File: src/rtl/fpcomp_sp_arbiter.sv
// Round-robin front end sharing one FloPoCo single-precision comparator.
// Tags each op with its requester ID and returns results in order.
module fpcomp_sp_arbiter #(
    parameter int NUM_REQ    = 4,
    parameter int CMP_STAGES = 1,
    localparam int ID_W      = (NUM_REQ > 1) ? $clog2(NUM_REQ) : 1
) (
    input  logic                  clk,
    input  logic                  rst_n,
    input  logic [NUM_REQ-1:0]    req_valid,
    output logic [NUM_REQ-1:0]    req_ready,
    input  logic [NUM_REQ*34-1:0] req_X,
    input  logic [NUM_REQ*34-1:0] req_Y,
    output logic                  cmp_ce,
    output logic [33:0]           cmp_X,
    output logic [33:0]           cmp_Y,
    input  logic                  cmp_unordered,
    input  logic                  cmp_XltY,
    input  logic                  cmp_XeqY,
    input  logic                  cmp_XleY,
    output logic                  rsp_valid,
    input  logic                  rsp_ready,
    output logic [ID_W-1:0]       rsp_id,
    output logic                  rsp_unordered,
    output logic                  rsp_XltY,
    output logic                  rsp_XeqY,
    output logic                  rsp_XleY,
    output logic                  busy
);

    if (CMP_STAGES != 0 && CMP_STAGES != 1) begin : g_bad_stages
        $error("fpcomp_sp_arbiter: CMP_STAGES must be 0 or 1");
    end

    logic                            adv;
    logic                            found;
    logic                            accept;
    logic [ID_W-1:0]                 grant;
    logic [ID_W:0]                   scan;
    logic [ID_W:0]                   nxt;
    logic [33:0]                     gx;
    logic [33:0]                     gy;

    logic [ID_W-1:0]                 ptr_q, ptr_d;
    logic [33:0]                     x_q, x_d;
    logic [33:0]                     y_q, y_d;
    logic [CMP_STAGES:0]             tv_q, tv_d;
    logic [CMP_STAGES:0][ID_W-1:0]   tid_q, tid_d;
    logic                            rv_q, rv_d;
    logic [ID_W-1:0]                 rid_q, rid_d;
    logic [3:0]                      fl_q, fl_d;

    // A held response freezes the whole pipe, comparator included.
    assign adv    = !(rv_q && !rsp_ready);
    assign cmp_ce = adv;

    always_comb begin
        found = 1'b0;
        grant = '0;
        scan  = '0;
        for (int k = 0; k < NUM_REQ; k++) begin
            scan = {1'b0, ptr_q} + (ID_W+1)'(k);
            if (scan >= (ID_W+1)'(NUM_REQ)) begin
                scan = scan - (ID_W+1)'(NUM_REQ);
            end
            if (!found && req_valid[scan[ID_W-1:0]]) begin
                found = 1'b1;
                grant = scan[ID_W-1:0];
            end
        end
        accept = adv && found;
    end

    always_comb begin
        req_ready = '0;
        gx        = '0;
        gy        = '0;
        for (int i = 0; i < NUM_REQ; i++) begin
            if (grant == ID_W'(i)) begin
                req_ready[i] = accept;
                gx           = req_X[34*i +: 34];
                gy           = req_Y[34*i +: 34];
            end
        end
    end

    always_comb begin
        ptr_d = ptr_q;
        x_d   = x_q;
        y_d   = y_q;
        tv_d  = tv_q;
        tid_d = tid_q;
        rv_d  = rv_q;
        rid_d = rid_q;
        fl_d  = fl_q;
        nxt   = {1'b0, grant} + 1'b1;
        if (nxt == (ID_W+1)'(NUM_REQ)) begin
            nxt = '0;
        end
        if (adv) begin
            tv_d[0] = accept;
            if (accept) begin
                ptr_d    = nxt[ID_W-1:0];
                x_d      = gx;
                y_d      = gy;
                tid_d[0] = grant;
            end
            for (int s = 1; s <= CMP_STAGES; s++) begin
                tv_d[s]  = tv_q[s-1];
                tid_d[s] = tid_q[s-1];
            end
            rv_d  = tv_q[CMP_STAGES];
            rid_d = tid_q[CMP_STAGES];
            fl_d  = {cmp_unordered, cmp_XltY, cmp_XeqY, cmp_XleY};
        end
    end

    always_ff @(posedge clk or negedge rst_n) begin
        if (!rst_n) begin
            ptr_q <= '0;
            x_q   <= '0;
            y_q   <= '0;
            tv_q  <= '0;
            tid_q <= '0;
            rv_q  <= 1'b0;
            rid_q <= '0;
            fl_q  <= '0;
        end else begin
            ptr_q <= ptr_d;
            x_q   <= x_d;
            y_q   <= y_d;
            tv_q  <= tv_d;
            tid_q <= tid_d;
            rv_q  <= rv_d;
            rid_q <= rid_d;
            fl_q  <= fl_d;
        end
    end

    assign cmp_X         = x_q;
    assign cmp_Y         = y_q;
    assign rsp_valid     = rv_q;
    assign rsp_id        = rid_q;
    assign rsp_unordered = fl_q[3];
    assign rsp_XltY      = fl_q[2];
    assign rsp_XeqY      = fl_q[1];
    assign rsp_XleY      = fl_q[0];
    assign busy          = (|tv_q) | rv_q;

endmodule

File: config.mk
export PLATFORM = sky130hd
export DESIGN_NAME = fpcomp_sp_arbiter
export DESIGN_NICKNAME = d
export VERILOG_FILES = /design/src/rtl/fpcomp_sp_arbiter.sv
export SDC_FILE = /design/constraint.sdc
export NUM_CORES = 1
export LEC_CHECK = 0
export ABC_CLOCK_PERIOD_IN_PS = 4900
export BUFFER_PORTS_ARGS = -buffer_cell sky130_fd_sc_hd__buf_2
export CORE_AREA = 2 2 140 142
export CTS_CLUSTER_SIZE = 25
export DETAILED_ROUTE_END_ITERATION = 6
export DIE_AREA = 0 0 142 144
export GPL_TIMING_DRIVEN = 0
export PLACE_DENSITY_LB_ADDON = 0.15
export SLEW_MARGIN = 20
export SYNTH_ARGS = -nofsm -noshare
export SYNTH_HDL_FRONTEND = slang
export SYNTH_SLANG_ARGS = --single-unit
export TNS_END_PERCENT = 10
File: constraint.sdc
create_clock -name clk -period 4.9 [get_ports clk]
set_input_delay 0.98 -clock clk [delete_from_list [all_inputs] [get_ports clk]]
set_output_delay 0.98 -clock clk [all_outputs]
set_load 0.03 [all_outputs]
== Word level (Yosys, flattened, before mapping) ==
Index checks and enable logic that the tools add are counted.
Storage, ports and cells
  register bits after elaboration: 83
  input bits: 283
  output and inout bits: 81
  word-level logic and storage cells: 77
Operators by class
  add/sub/neg operators: 8
  order comparisons: 8
  equality and inequality tests: 4
  muxes and demuxes: 33
  bitwise gates (word level): 2
  reductions and logical operators: 13
Operator list (number)
  $mux 34: 8
  $mux 2: 9
  $lt 2x3->1 const B: 4
  $mux 1: 12
  $ge 3x3->1 const B: 3
  $bmux 1 s2: 4
  $sub 2x1->2 const B: 4
  $add 2x1->3 const B: 2
  $add 2x2->3 const B: 2
  $logic_and 1x1->1: 5
  $logic_not 1->1: 5
  $eq 2x2->1 const B: 2
  $eq 3x3->1 const B: 1
  $ge 2x3->1 const B: 1
  $eq 2x1->1 const B: 1
  $logic_not 2->1: 1
  $reduce_and 2->1: 1
  $reduce_or 2->1: 1
  $not 1->1: 1
  $or 1x1->1: 1

== Longest topological paths before layout ==
  word-level depth: 19
  gate-level depth with buffers: 11
  depth with buffers taken out: 7

== Least setup slack after synthesis ==
OpenSTA, ideal clock, no wires.
  path type: input -> output
  from: input port req_valid[0]
  to: output port req_ready[2]
  arrival time: 2.985 ns
  required time: 3.920 ns
  slack: 0.935 ns
  cell stages on the path: 8
  path buffers: 4
  cells stage by stage: or4_4 -> buf_6 -> buf_6 -> nand4_1 -> ha_1 -> clkbuf_1 -> clkbuf_1 -> and3_1
On the way
  longest elaborated chain between the ends: 14
  elaborated cells between the ends (all ways): 25
  those cells by class: 1 x eq/ne; 17 x mux; 7 x reduce/logical
Ends and longest elaborated chain
  from (decl): RTL line 10  | input logic [NUM_REQ-1:0] req_valid,
  $bmux 1 s2: RTL line 66  | if (!found && req_valid[scan[ID_W-1:0]]) begin
  $mux 1 (not written as such): RTL line 66
  $mux 1: RTL line 66
  $logic_not 1->1: RTL line 66
  $logic_and 1x1->1: RTL line 66
  $mux 1: RTL line 66
  $logic_not 1->1: RTL line 66
  $logic_and 1x1->1: RTL line 66
  $mux 1: RTL line 66
  $logic_not 1->1: RTL line 66
  $logic_and 1x1->1: RTL line 66
  $mux 2 / $mux 1 (equally long branches): RTL line 66
  $eq 2x2->1 / $logic_and 1x1->1 (equally long branches): RTL line 79, 71
  $mux 1 *: RTL line 79  | if (grant == ID_W'(i)) begin
  to (decl): RTL line 11  | output logic [NUM_REQ-1:0] req_ready,
Mark *: on every way between the ends. The rest lies on a longest branch, timed or not. The select of a mux whose other input is x is not followed.

== Worst setup path in the final report ==
Ends and elaborated chain as after synthesis.

==> out/results.tsv <==
stage	metric	value	unit
cts	cts_max_level	3	
setup_path	reg2regPathDepth	8	
setup_path	path_cells	buf_2, or4_4, buf_6, buf_6, nand4_1, ha_1, clkbuf_1, clkbuf_1, and3_1, buf_2	
logic_synthesis	yosys.area.top_type	dfrtp_1	
die	start_util	0.305	
drt	drt_pass1_iterations	5	
cts	cts_hold_buf	0	
logic_synthesis	ys_ff_latch	83	
layout	areaGrowthSynthToFinish	41.7	%
sta	max_freq	215	MHz
setup_path	r2r-start	ptr_q[0]	
logic_synthesis	synth.yosys.seq_area_share	0.357	
power	intPower	2400	uW
cts	clk_latency	0.34	ns
placed_design	hpwl	18600	um
sta	rsz0062_at_grt	false	
sta	fin_setup_tns	0	ns
sta	period_minus_slack	4.64	ns
die	die_w	142	um
logic_synthesis	synth_flop_cell	dfrtp_1	
power	power_frac_seq	0.255	
sta	tightest_slew	0.848	ns
cts	cts_setup_buffers	0	
die	die_y	144	um
cts	clkSinkCount	83	
setup_path	start_kind	primary input	
global_routing	grt_max_degree	46	
sta	finalSetupViolations	0	
min_path	hold_start	fl_q[0]	
placed_design	finalWeightedCongestion	0.826	
drt	vias	6915	
min_path	hold_path_end	fl_q[0]	
cts	cts_resized	0	
setup_path	crit_type	in2out	
setup_path	path_max_fanout	10	
power	ir_drop	0.226	mV
setup_path	worstSetupEndpointType	output port	
sta	fin_skew	0.00854	ns
placed_design	port_buffers	363	
status	status	completed	
sta	fin_crit_sh	0.947	
logic_synthesis	synthDistinctLibCells	35	
logic_synthesis	synth_top_area_frac	0.357	
placed_design	post_dp_cell_area	7960	um^2
power	power_frac_comb	0.609	
layout	final_area	8240	um^2
sta	final-hold-violation-count	0	
logic_synthesis	synthCells	707	
drt	ant_nets	0	
die	core-area	19100	um^2
drt	routed_wl	24200	um
power	swShare	0.494	
sta	slew_headroom	0.433	
logic_synthesis	yosys_warnings	0	
min_path	hold_path.class	reg2reg	
logic_synthesis	postSynth.asyncResetShare	1.00	
setup_path	r2r-end	cmp_X[15]	
cts	cts_root_buf	clkbuf_16	
logic_synthesis	ys_top_cells_by_count	a21oi_1, nand2_1, dfrtp_1, inv_1	
drt	wire_per_inst	18.3	um
min_path	holdPathStages	2	
logic_synthesis	synth_edf_count	0	
setup_path	r2r_slack	2.10	ns
die	num_rows	51	
setup_path	startpoint	req_valid[0]	
job	cap_violations	0	
logic_synthesis	syn_nets	994	
layout	layout.cells.non_filler	1326	
cts	clk_pin_slew_worst_paths	0.06	ns
cts	clock_path_buffers	2	
global_routing	grt-ovfl-total	0	
die	pin_count	364	
setup_path	critical_path_arrival	3.66	ns
logic_synthesis	synthesis.area	5810	um^2
die	dieArea	20400	um^2
layout	num-nets-final	1369	
layout	drive_above_1_share	0.409	
global_routing	antenna_found_initial	3	
global_routing	grt_pass1_wl	36500	um
logic_synthesis	syn_area_per_cell	8.22	um^2
drt	drc	0	
global_routing	grt_pass1_vias	6770	
power	switching_power	2350	uW
cts	cts_buffers	9	
setup_path	worst_path_max_delay_cell	or4_4	
setup_path	crit_required	3.92	ns
power	p_per_area	577	nW/um^2
placed_design	numPlacedInstances	1309	
drt	viasPerCell	5.21	
sta	drv_slew	0	
global_routing	track_usage	0.227	
power	finalPower	4760	uW
drt	drt_iter0_markers	345	
logic_synthesis	synthTopCellsByArea	dfrtp_1, a221o_1, nand3b_1	
power	p_leak	0.00395	uW
power	p_clk_frac	0.136	
cts	cts_tree	built	
setup_path	max_stage_delay	0.56	ns
-- flip-flops by register name, summed over array words and instances (netlist names) --
name and cells:
cmp_X 34, cmp_Y 34, fl_q 4, ptr_q 2
rsp_id 2, rsp_valid 1, tid_q 4, tv_q 2
-- worst max-delay path: cells and delay by family --
kind | cells | cell delay [ns]
adder cells (fa/ha/maj) | 1 | 0.18
buffers and inverters | 6 | 1.55
AND/OR/NAND/NOR | 3 | 0.94
-- through the flow --
stage          hold WS [ns]  worst slack (ns)  utilization
5_1_grt               0.486            0.0700        0.432
2_1_floorplan         0.439             0.935            -
3_3_place_gp          0.446             0.240        0.416
4_1_cts               0.473             0.239        0.432
3_5_place_dp          0.458             0.242        0.417
6_report              0.466             0.258        0.432
-- layout by cell type, fill, tap and decap left out, drive strengths merged, types with 4 or more instances in the layout --
cell / synthesis / layout
buf: 29 / 393
dfrtp: 83 / 83
and3: 4 / 4
nand3b: 68 / 68
nand2: 98 / 98
a31oi: 68 / 68
inv: 69 / 69
ha: 4 / 4
clkbuf: 49 / 61
nor2: 5 / 5
a21oi: 138 / 138
a221o: 68 / 68
-- layer usage --
metal,vias to the layer above,GRT usage,share of wire
li1,3323,-,-
met1,3241,0.282,0.41
met2,315,0.392,0.48
met3,32,0.0536,0.086
met4,4,0.0700,0.020
met5,-,0,0.00087
-- power groups by stage --
stage	Clock, uW	Combinational (uW)	Sequential [uW]
final	648	2890	1210
after CTS	669	2920	1220
after floorplan	0	1370	1810
after global placement	0	2920	1220
after global routing	690	3140	1250
after detailed placement	0	2910	1230
-- kinds of logic after synthesis --
group                      Yosys count  synth area share
buffers and inverters              147             0.107
DFF                                 83             0.357
AOI/OAI and AO/OA                  283             0.346
adders and majority gates            4           0.00861
muxes                                2           0.00366
and+or+nand+nor                    188             0.177
-- cell type report --
class                           count  area (um^2)
Multi-Input combinational cell    477         3110
Inverter                           69          259
Clock buffer                       12          246
Fill cell                        2062        10800
Clock inverter                      4         26.3
Buffer                             78          365
Timing Repair Buffer              364         1850
Antenna cell                        1         2.50
Tap cell                          238          298
Sequential cell                    83         2080
-- how the worst max path moves through the flow --
| stage | cells past startpoint | end |
|---|---|---|
| floorplan | 8 | req_ready[2] |
| global placement | 10 | req_ready[2] |
| detailed placement | 10 | req_ready[2] |
| CTS | 10 | req_ready[2] |
| global route | 10 | req_ready[2] |
| finish | 10 | req_ready[2] |
No activity file was read; power rests on OpenSTA's default activity.
